===== src/rtl/fetch_unit_pkg.sv =====
// -----------------------------------------------------------------------------
// fetch_unit_pkg
// Shared definitions for the instruction fetch front end: the sequencer state
// encoding and the common request-issue rule.
// -----------------------------------------------------------------------------
package fetch_unit_pkg;

  // IDLE    : no memory request outstanding
  // BUSY    : request outstanding, its data will be buffered
  // DISCARD : request outstanding, its data belongs to a flushed path
  typedef enum logic [1:0] {
    FU_IDLE    = 2'd0,
    FU_BUSY    = 2'd1,
    FU_DISCARD = 2'd2
  } fu_state_t;

  // A new read may be issued only when fetching is enabled, no redirect is
  // being taken this cycle and the buffer has a free slot.
  function automatic logic issue_ok(input logic fetch_en,
                                    input logic redirect,
                                    input logic room);
    return fetch_en && !redirect && room;
  endfunction

endpackage : fetch_unit_pkg


===== src/rtl/fetch_unit_if.sv =====
// -----------------------------------------------------------------------------
// fetch_unit_if
// Bundles the fetch unit's control, memory and instruction-delivery signals.
//   master : the fetch unit (drives mem_req/mem_addr and the instruction side)
//   slave  : the environment (control unit + instruction memory)
// Signals:
//   fetch_en, redirect, redirect_addr    control inputs to the fetch unit
//   mem_req, mem_addr                    read request towards memory
//   mem_ack, mem_rdata                   read completion from memory
//   inst_valid, inst_ready               instruction handshake
//   opcode, src, dst, inst_pc            head instruction fields and address
// -----------------------------------------------------------------------------
interface fetch_unit_if #(
  parameter int ADDR_W = 8,
  parameter int DATA_W = 8,
  parameter int OPC_W  = 4,
  parameter int REG_W  = 2
);

  logic              fetch_en;
  logic              redirect;
  logic [ADDR_W-1:0] redirect_addr;

  logic              mem_req;
  logic [ADDR_W-1:0] mem_addr;
  logic              mem_ack;
  logic [DATA_W-1:0] mem_rdata;

  logic              inst_valid;
  logic              inst_ready;
  logic [OPC_W-1:0]  opcode;
  logic [REG_W-1:0]  src;
  logic [REG_W-1:0]  dst;
  logic [ADDR_W-1:0] inst_pc;

  modport master (
    input  fetch_en, redirect, redirect_addr,
    input  mem_ack, mem_rdata,
    input  inst_ready,
    output mem_req, mem_addr,
    output inst_valid, opcode, src, dst, inst_pc
  );

  modport slave (
    output fetch_en, redirect, redirect_addr,
    output mem_ack, mem_rdata,
    output inst_ready,
    input  mem_req, mem_addr,
    input  inst_valid, opcode, src, dst, inst_pc
  );

endinterface : fetch_unit_if


===== src/rtl/fetch_unit_buffer.sv =====
// -----------------------------------------------------------------------------
// fetch_buffer
// Synchronous FIFO holding fetched {instruction, address} pairs. The head entry
// is presented combinationally on rdata, so an entry pushed on one edge is
// visible right after that edge.
// Ports:
//   clk, rst_n   clock, asynchronous active-low reset
//   push, wdata  write an entry (ignored when full unless popping)
//   pop          remove the head entry (ignored when empty)
//   flush        discard all entries; overrides push and pop
//   rdata        head entry (don't-care when count == 0)
//   count        current occupancy, 0..DEPTH
// -----------------------------------------------------------------------------
module fetch_buffer #(
  parameter int WIDTH = 16,
  parameter int DEPTH = 2
) (
  input  logic                         clk,
  input  logic                         rst_n,
  input  logic                         push,
  input  logic [WIDTH-1:0]             wdata,
  input  logic                         pop,
  input  logic                         flush,
  output logic [WIDTH-1:0]             rdata,
  output logic [$clog2(DEPTH+1)-1:0]   count
);

  localparam int PTR_W = $clog2(DEPTH);
  localparam int CNT_W = $clog2(DEPTH+1);
  localparam logic [CNT_W-1:0] FULL_CNT = CNT_W'(DEPTH);

  logic [WIDTH-1:0] mem [DEPTH];
  logic [PTR_W-1:0] rd_ptr;
  logic [PTR_W-1:0] wr_ptr;
  logic             pop_ok;
  logic             push_ok;

  // A pop frees the full slot in the same cycle, so push+pop while full is
  // accepted; pointers wrap naturally because DEPTH is a power of two.
  assign pop_ok  = pop && (count != '0);
  assign push_ok = push && ((count != FULL_CNT) || pop_ok);
  assign rdata   = mem[rd_ptr];

  always_ff @(posedge clk or negedge rst_n) begin
    if (!rst_n) begin
      rd_ptr <= '0;
      wr_ptr <= '0;
      count  <= '0;
    end else if (flush) begin
      rd_ptr <= '0;
      wr_ptr <= '0;
      count  <= '0;
    end else begin
      if (push_ok) wr_ptr <= wr_ptr + PTR_W'(1);
      if (pop_ok)  rd_ptr <= rd_ptr + PTR_W'(1);
      case ({push_ok, pop_ok})
        2'b10:   count <= count + CNT_W'(1);
        2'b01:   count <= count - CNT_W'(1);
        default: count <= count;
      endcase
    end
  end

  // NOTE: storage is deliberately not reset; count and the pointers alone
  // define which entries are valid, and an unreset array maps to plain RAM.
  always_ff @(posedge clk) begin
    if (push_ok && !flush) mem[wr_ptr] <= wdata;
  end

endmodule : fetch_buffer


===== src/rtl/fetch_unit.sv =====
// -----------------------------------------------------------------------------
// fetch_unit
// Instruction fetch front end: program counter, memory request/acknowledge
// sequencer tolerating wait states, and a DEPTH-entry instruction buffer that
// delivers decoded opcode/src/dst fields plus the fetch address.
// Ports:
//   clk     clock, all state on rising edge
//   reset   asynchronous active-low reset
//   bus     fetch_unit_if.master: fetch_en, redirect, redirect_addr,
//           mem_req/mem_addr/mem_ack/mem_rdata, inst_valid/inst_ready,
//           opcode, src, dst, inst_pc
// -----------------------------------------------------------------------------
module fetch_unit
  import fetch_unit_pkg::*;
#(
  parameter int                ADDR_W   = 8,
  parameter int                DATA_W   = 8,
  parameter int                OPC_W    = 4,
  parameter int                REG_W    = 2,
  parameter int                DEPTH    = 2,
  parameter logic [ADDR_W-1:0] RESET_PC = '0
) (
  input  logic         clk,
  input  logic         reset,
  fetch_unit_if.master bus
);

  localparam int CNT_W = $clog2(DEPTH+1);
  localparam logic [CNT_W-1:0] FULL_CNT = CNT_W'(DEPTH);

  fu_state_t                state;
  logic [ADDR_W-1:0]        pc;
  logic [CNT_W-1:0]         count;
  logic [CNT_W-1:0]         count_next;
  logic                     push;
  logic                     pop;
  logic                     valid;
  logic                     room_now;
  logic                     room_next;
  logic [DATA_W+ADDR_W-1:0] head;
  logic [DATA_W-1:0]        head_inst;

  // Only a BUSY completion is kept; a redirect in the same cycle drops it.
  assign push  = (state == FU_BUSY) && bus.mem_ack && !bus.redirect;
  // A pop coinciding with a redirect is void: the flush wins.
  assign valid = (count != '0);
  assign pop   = valid && bus.inst_ready && !bus.redirect;

  always_comb begin
    // NOTE: default assignment first so every path drives count_next and no
    // latch is inferred.
    count_next = count;
    if (push && !pop)      count_next = count + CNT_W'(1);
    else if (pop && !push) count_next = count - CNT_W'(1);
  end

  // IDLE/DISCARD issue on current occupancy; BUSY chains on the occupancy
  // after this cycle's push/pop so a back-to-back request never overflows.
  assign room_now  = (count < FULL_CNT);
  assign room_next = (count_next < FULL_CNT);

  fetch_buffer #(
    .WIDTH (DATA_W + ADDR_W),
    .DEPTH (DEPTH)
  ) u_buffer (
    .clk   (clk),
    .rst_n (reset),
    .push  (push),
    .wdata ({bus.mem_rdata, bus.mem_addr}),
    .pop   (pop),
    .flush (bus.redirect),
    .rdata (head),
    .count (count)
  );

  assign head_inst      = head[ADDR_W +: DATA_W];
  assign bus.inst_valid = valid;
  assign bus.inst_pc    = head[ADDR_W-1:0];
  assign bus.opcode     = head_inst[DATA_W-1 -: OPC_W];
  assign bus.src        = head_inst[DATA_W-OPC_W-1 -: REG_W];
  assign bus.dst        = head_inst[REG_W-1:0];

  // Sequencer: requests are never withdrawn, so mem_req only falls on the
  // edge that samples mem_ack (or on reset).
  // NOTE: sequential state uses non-blocking assignments so every register
  // sees pre-edge values regardless of statement order.
  always_ff @(posedge clk or negedge reset) begin
    if (!reset) begin
      state        <= FU_IDLE;
      pc           <= RESET_PC;
      bus.mem_req  <= 1'b0;
      bus.mem_addr <= RESET_PC;
    end else begin
      case (state)
        FU_IDLE: begin
          if (bus.redirect) pc <= bus.redirect_addr;
          if (issue_ok(bus.fetch_en, bus.redirect, room_now)) begin
            state        <= FU_BUSY;
            bus.mem_req  <= 1'b1;
            bus.mem_addr <= pc;
          end
        end

        FU_BUSY: begin
          if (bus.redirect) begin
            pc <= bus.redirect_addr;
            if (bus.mem_ack) begin
              state       <= FU_IDLE;
              bus.mem_req <= 1'b0;
            end else begin
              state <= FU_DISCARD;
            end
          end else if (bus.mem_ack) begin
            pc <= pc + ADDR_W'(1);
            if (issue_ok(bus.fetch_en, 1'b0, room_next)) begin
              bus.mem_addr <= pc + ADDR_W'(1);
            end else begin
              state       <= FU_IDLE;
              bus.mem_req <= 1'b0;
            end
          end
        end

        FU_DISCARD: begin
          if (bus.redirect) begin
            pc <= bus.redirect_addr;
            // The stale request finishing now must not leave us waiting for
            // an acknowledge that will never come.
            if (bus.mem_ack) begin
              state       <= FU_IDLE;
              bus.mem_req <= 1'b0;
            end
          end else if (bus.mem_ack) begin
            if (issue_ok(bus.fetch_en, 1'b0, room_now)) begin
              state        <= FU_BUSY;
              bus.mem_addr <= pc;
            end else begin
              state       <= FU_IDLE;
              bus.mem_req <= 1'b0;
            end
          end
        end

        default: begin
          state       <= FU_IDLE;
          bus.mem_req <= 1'b0;
        end
      endcase
    end
  end

endmodule : fetch_unit

===== src/flat_wrapper.sv =====
// flat-port wrapper written by rule: the top's interface ports become plain ports
module fetch_unit_flat import fetch_unit_pkg::*;
#(
  parameter int                ADDR_W   = 8,
  parameter int                DATA_W   = 8,
  parameter int                OPC_W    = 4,
  parameter int                REG_W    = 2,
  parameter int                DEPTH    = 2,
  parameter logic [ADDR_W-1:0] RESET_PC = '0
)
  (clk, reset, bus_fetch_en, bus_redirect, bus_redirect_addr, bus_mem_ack, bus_mem_rdata, bus_inst_ready, bus_mem_req, bus_mem_addr, bus_inst_valid, bus_opcode, bus_src, bus_dst, bus_inst_pc);
  fetch_unit_if #(.ADDR_W(ADDR_W), .DATA_W(DATA_W), .OPC_W(OPC_W), .REG_W(REG_W)) bus_i ();
  input  logic clk;
  input  logic reset;
  input wire logic [$bits(bus_i.fetch_en)-1:0] bus_fetch_en;
  input wire logic [$bits(bus_i.redirect)-1:0] bus_redirect;
  input wire logic [$bits(bus_i.redirect_addr)-1:0] bus_redirect_addr;
  input wire logic [$bits(bus_i.mem_ack)-1:0] bus_mem_ack;
  input wire logic [$bits(bus_i.mem_rdata)-1:0] bus_mem_rdata;
  input wire logic [$bits(bus_i.inst_ready)-1:0] bus_inst_ready;
  output wire logic [$bits(bus_i.mem_req)-1:0] bus_mem_req;
  output wire logic [$bits(bus_i.mem_addr)-1:0] bus_mem_addr;
  output wire logic [$bits(bus_i.inst_valid)-1:0] bus_inst_valid;
  output wire logic [$bits(bus_i.opcode)-1:0] bus_opcode;
  output wire logic [$bits(bus_i.src)-1:0] bus_src;
  output wire logic [$bits(bus_i.dst)-1:0] bus_dst;
  output wire logic [$bits(bus_i.inst_pc)-1:0] bus_inst_pc;
  assign bus_i.fetch_en = bus_fetch_en;
  assign bus_i.redirect = bus_redirect;
  assign bus_i.redirect_addr = bus_redirect_addr;
  assign bus_i.mem_ack = bus_mem_ack;
  assign bus_i.mem_rdata = bus_mem_rdata;
  assign bus_i.inst_ready = bus_inst_ready;
  assign bus_mem_req = bus_i.mem_req;
  assign bus_mem_addr = bus_i.mem_addr;
  assign bus_inst_valid = bus_i.inst_valid;
  assign bus_opcode = bus_i.opcode;
  assign bus_src = bus_i.src;
  assign bus_dst = bus_i.dst;
  assign bus_inst_pc = bus_i.inst_pc;
  fetch_unit #(.ADDR_W(ADDR_W), .DATA_W(DATA_W), .OPC_W(OPC_W), .REG_W(REG_W), .DEPTH(DEPTH), .RESET_PC(RESET_PC)) u_core (.clk(clk), .reset(reset), .bus(bus_i));
endmodule

===== config.mk =====
export PLATFORM = sky130hd
export DESIGN_NAME = fetch_unit_flat
export DESIGN_NICKNAME = d
export VERILOG_FILES = /design/src/rtl/fetch_unit_pkg.sv /design/src/rtl/fetch_unit_if.sv /design/src/rtl/fetch_unit_buffer.sv /design/src/rtl/fetch_unit.sv /design/src/flat_wrapper.sv
export SDC_FILE = /design/constraint.sdc
export NUM_CORES = 1
export LEC_CHECK = 0
export ABC_CLOCK_PERIOD_IN_PS = 2600
export BUFFER_PORTS_ARGS = -buffer_cell sky130_fd_sc_hd__buf_2
export CORE_UTILIZATION = 25
export DETAILED_ROUTE_END_ITERATION = 10
export PLACE_DENSITY = 0.51
export SETUP_SLACK_MARGIN = 0.4
export SLEW_MARGIN = 20
export SYNTH_ARGS = -nofsm -noshare
export SYNTH_HDL_FRONTEND = slang
export SYNTH_SLANG_ARGS = --single-unit

===== constraint.sdc =====
create_clock -name clk -period 2.6 [get_ports clk]
set_clock_uncertainty 0.15 [all_clocks]
set_input_delay 0.26 -clock clk [delete_from_list [all_inputs] [get_ports clk]]
set_output_delay 0.26 -clock clk [all_outputs]
set_load 0.01 [all_outputs]

== Word-level counts from Yosys, hierarchy flattened ==
Memory sizes are Yosys's and may differ from the RTL's.
Index checks and enable logic that the tools add are counted.
Cells by class
  $add $sub $neg: 5
  $lt $le $gt $ge: 2
  equality and inequality tests: 17
  multiplexer cells: 41
  reductions and logical operators: 29
Operator list (number)
  8-bit 2-to-1 mux: 10
  8-bit one-hot mux with 3 select lines: 1
  2-bit 2-to-1 mux: 11
  8-bit one-hot mux with 2 select lines: 1
  1-bit 2-to-1 mux: 15
  1-bit logical AND: 13
  2-bit != test, second input constant: 6
  3-bit != test, second input constant: 4
  8-bit by 1-bit adder with 8-bit output, second input constant: 1
  8-bit AND reduction: 1
  2-bit nonzero test: 4
  2-bit by 1-bit != test with 1-bit output, second input constant: 3
  2-bit one-hot mux with 3 select lines: 1
  3-bit nonzero test: 2
  5-bit AND reduction: 1
  2-bit by 1-bit == test with 1-bit output, second input constant: 2
  2-bit == test, second input constant: 2
  2-bit < comparator, second input constant: 2
  2-bit one-hot mux with 2 select lines: 1
  4-bit AND reduction: 1
  1-bit logical NOT: 3
  1-bit one-hot mux with 3 select lines: 1
  3-bit AND reduction: 1
  1-bit adder, second input constant: 2
  5 further kinds: 5
Word-level totals
  register bits: 23
  bits in writable memories: 32
  word-level logic and storage cells: 102
  memories: 1
Memories
  u_core.u_buffer.mem: words 2, width 16, read ports 1, clocked after Yosys merged registers in 0, wr ports 1, line fetch_unit_buffer.sv:32  | logic [WIDTH-1:0] mem [DEPTH];

== Logic depth before layout (Yosys ltp) ==
  depth in word-level cells: 13
  depth in mapped cells: 9

== Cells and area by module ==
Synthesis repeated with hierarchy kept, for this count alone.
Second synthesis, totals
  cells, all modules: 212
  area total of the unflattened synthesis: 2681.3 um2
By module, submodules not included
  fetch_buffer: times used 1, cells each 75, area each 1411.4 um2, seq. area each 1061.0 um2
  fetch_unit: times used 1, cells each 137, area each 1270.0 um2, seq. area each 475.5 um2

== Least setup slack after synthesis ==
No wires, ideal clock.
  path kind: reg2reg
  start: register u_core.u_buffer.count[1]
  end: register u_core.state[0]
  arrival: 1.890 ns
  required time: 2.322 ns
  slack: 0.433 ns
  cell stages (with the launch flop): 10
  period minus slack after synthesis: 2.167 ns
  cells stage by stage: dfrtp_1 buf_6 inv_1 ha_1 nor2b_1 buf_2 xnor2_1 o21a_1 a211oi_2 mux2_1
On the way
  cells in the longest elaborated chain, start to end: 10
  elaborated cells on any way between the ends: 22
  classes of those cells: add/sub (2); order compare (2); eq/ne (2); mux (6); reduce/logical (10)
Ends and longest elaborated chain
  start, declared: line fetch_unit_buffer.sv:25  | output logic [$clog2(DEPTH+1)-1:0] count
  start signal, assigned: line fetch_unit_buffer.sv:57  | 2'b10: count <= count + CNT_W'(1);
  start signal, assigned: line fetch_unit_buffer.sv:58  | 2'b01: count <= count - CNT_W'(1);
  start signal, assigned: line fetch_unit_buffer.sv:59  | default: count <= count;
  2-bit nonzero test: line fetch_unit.sv:46  | assign valid = (count != '0);
  1-bit logical AND (2 in series): line fetch_unit.sv:47  | assign pop = valid && bus.inst_ready && !bus.redirect;
  1-bit logical AND or 1-bit logical NOT (tied branches): line fetch_unit.sv:54, fetch_unit.sv:53
  2-bit 2-to-1 mux or 1-bit logical AND (tied branches): line fetch_unit.sv:54, fetch_unit.sv:53
  2-bit 2-to-1 mux: line fetch_unit.sv:53  | if (push && !pop) count_next = count + CNT_W'(1);
  2-bit < comparator: line fetch_unit.sv:60  | assign room_next = (count_next < FULL_CNT);
  1-bit logical AND: line fetch_unit_pkg.sv:22  | return fetch_en && !redirect && room;
  3-bit != test (no source line)
  4-bit AND reduction (no source line)
  end signal, assigned: line fetch_unit.sv:89  | state <= FU_IDLE;
  end signal, assigned: line fetch_unit.sv:98  | state <= FU_BUSY;
  end signal, assigned: line fetch_unit.sv:108  | state <= FU_IDLE;
  end, declared: line fetch_unit.sv:31  | fu_state_t state;
Parallel ways exist; a longest one is shown, timed or not. The select of a mux whose other input is x is not followed.
A chain may end at the register's enable or synchronous reset.

== Worst setup path after layout ==
  start: register u_core.u_buffer.count[0]
  end: register u_core.state[0]
The elaborated chain is that of the path after synthesis.

==> run metrics <==
die area=0.01231 sq mm; outcome=finished, violations left; Worst Tran Pin Value=0.7093 ns; Max transition margin=52.71%; violated checks=design-rule violations; post-synthesis adder-cell area fraction=2.951%; Hold Fails Final Rpt=0; setup violators final=0; Layout Nets=351; DIE HEIGHT=111.0 um; Crit Path Max Fanout=4; H-Tree Depth=2; dpl cells=448; post-route ant nets=0; Bufs on Longest Clock Path=2; fmax=0.4659 GHz; Fillers=1,164; post-synthesis simple-gate area fraction=16.10%; Post-Synth XOR/XNOR Area=1.180%; vias in the first global route=2,233; Ant. Diodes=0; vias=2,253; RSZ-0062 raised after global routing=no; DRC=18; portion of netlist area occupied by mux cells=9.148%; synthesized area per cell=11.28 sq um; final-report max-slew violation count=0; largest net degree at the start of global routing=24; Initial Util=25.77%; Worst-path clk slew=0.08 ns; gr ovfl total=0; leading cell type in the layout, fill and taps excluded=buf_2; Yosys cell types=56; largest family of logic cells by synthesized area=simple AND/OR/NAND/NOR gates; worst slack at placement=0.2856 ns; layout cells sized above 1=33.75%; placed cell area=0.003369 sq mm; final period utilization=82.55%; drt wl/cell=14.75 um; Root Buffer=clkbuf_16; CTS Sinks=55; critical path class=register to register; PD cells=1125 mW/mm^2; routed vias/inst=4.835; final wirelength=6872 um; nature of the critical path endpoint=register; core box area=0.01152 sq mm; GRT Overall Usage=11.25%; Ports=48; fin area=0.003676 sq mm; number of buffers added on ports=47; area occupied by multi-input gates=0.001374 sq mm; P_leak=1.436 nW; ys flop type=edfxtp_1; commonest cells after routing, fill and taps aside=buf_2 (47), edfxtp_1 (32), dfrtp_1 (20), a21oi_1 (18), mux2_2 (16); CTS Buf Count=5; Syn-to-layout area delta=23.86%; Cell Count, Final, Fillers Out=466; Startpoint Class=register; EDFF count, synth=32; asr flop ratio synth=41.82%; Synth Area in Compound Gates=14.76%; FF+latch area=0.001540 sq mm; dpl hpwl=4834 um; Fin Hold WS=0.008219 ns; FF+latch count, synth=55; setup TNS=0 ns; Data arrival, critical path=2.18 ns; DR iter-0 viols=209; clock period minus worst slack=2.146 ns; Gate Count Post-Synth=263; max-cap violation count=0; GP Congestion=0.7913; Detailed Routing Iterations Pass 1=7; antenna violations before repair=0; Clock Latency Late Sink=0.29 ns; CP required=2.63 ns; mapped cell area=0.002968 sq mm; TritonCTS clock tree=yes; Rows=39; Max VDD drop=0.0003738 V; DIE WIDTH=111.0 um; Final WS setup=0.4536 ns; hold crit path type=input port to register; first-pass GRT wire length=11,170 um; Seq/Total Area, Yosys=51.77%; yosys warns=0; synthesized net count=292
critical path, stage by stage (launching register included):
cell      delay [ns]
dfrtp_1         0.37
inv_1           0.11
ha_2            0.30
nand3b_1        0.15
o22ai_2         0.12
and3_1          0.24
a211oi_2        0.25
mux2_1          0.35
Yosys cell counts (3+ instances only):
| master | count | area share [%] |
|---|---|---|
| edfxtp_1 | 32 | 32 |
| dfrtp_1 | 23 | 19 |
| a21oi_1 | 18 | 3.0 |
| mux2_2 | 16 | 6.1 |
| nor2_1 | 14 | 1.8 |
| inv_1 | 13 | 1.6 |
| nand2_1 | 10 | 1.3 |
| nand3_1 | 10 | 1.7 |
| o21ai_0 | 9 | 1.5 |
| mux2i_1 | 8 | 2.7 |
| nor2b_1 | 8 | 1.7 |
| and3_1 | 7 | 1.5 |
| ha_1 | 7 | 3.0 |
| o21ai_1 | 7 | 1.2 |
| clkbuf_1 | 6 | 0.76 |
| nand2b_1 | 5 | 1.1 |
| or3_1 | 5 | 1.1 |
| nand4_1 | 4 | 0.84 |
| xnor2_1 | 4 | 1.2 |
| a211o_1 | 3 | 0.89 |
| a221oi_1 | 3 | 0.89 |
| and2_1 | 3 | 0.63 |
| buf_2 | 3 | 0.51 |
| o211ai_1 | 3 | 0.76 |
kinds of logic (layout without fill, tap and decap cells):
family / after synthesis / in the layout
simple gates: 84 / 84
compound gates: 62 / 62
flops: 55 / 55
buf+inv: 26 / 86
mux: 25 / 25
fa+ha+maj: 7 / 7
xor+xnor: 4 / 4
path summary, 6_finish.rpt:
check / startpoint / end / slack, ns / cells after the start
max: u_core.u_buffer.count[0] / u_core.state[0] / 0.45 / 7
min: bus_mem_rdata[2] / u_core.u_buffer.mem[0][10] / 0.008 / 1
max reg2reg: u_core.u_buffer.count[0] / u_core.state[0] / 0.45 / 7
min reg2reg: u_core.bus.mem_addr[5] / u_core.u_buffer.mem[1][5] / 0.35 / 0
max in group asynchronous: reset / u_core.pc[0] / 1.57 / 2
min in group asynchronous: reset / u_core.u_buffer.count[1] / 0.33 / 2
cell type report:
class                      instances  share of cell area [%]
sequential                        55                   41.90
multi-input combinational        182                   37.37
timing repair buffer              65                   10.35
tap                              143                   4.867
clock buffer                       5                   3.404
inverter                          13                   1.327
clock inverter                     3                  0.7828
registers in the layout (all words and copies together), names as in the netlist:
name and flops:
u_core.bus.mem_req 1, u_core.state 2, u_core.pc 8, u_core.u_buffer.rd_ptr 1, u_core.u_buffer.mem 32, u_core.u_buffer.wr_ptr 1, u_core.bus.mem_addr 8, u_core.u_buffer.count 2
per-layer routing:
metal  up-vias  GRT usage (%)  part of all wire [%]
met1      1070          14.59                    46
li1       1103              -                     -
met5         -              0                     0
met4         0          2.740                  0.96
met3         6          2.242                   5.6
met2        74          19.16                    47
power by group:
part / switching [mW] / total [mW] / internal [mW] / leakage (nW)
Sequential: 0.251 / 1.44 / 1.19 / 0.552
Clock: 0.338 / 0.706 / 0.368 / 0.0759
Combinational: 1.08 / 1.98 / 0.905 / 0.808
per-stage QoR:
| step | power [mW] | util, % |
|---|---|---|
| after floorplan | 2.748 | - |
| after global placement | 3.257 | 29.26 |
| after detailed placement | 3.273 | 29.26 |
| after CTS | 4.035 | 31.25 |
| after global routing | 4.444 | 31.92 |
| final | 4.134 | 31.92 |
repair_timing:
| item | 4_1_cts | 5_1_grt |
|---|---|---|
| endpoints found under the setup margin | 6 | 42 |
| pin swaps | 2 | 3 |
| hold buffers | 4 | 0 |
| resized for setup | 3 | 17 |
| setup buffers | 3 | 3 |
| hold endpoints to repair | 28 | 0 |
No activity file was read; power rests on OpenSTA's default activity.
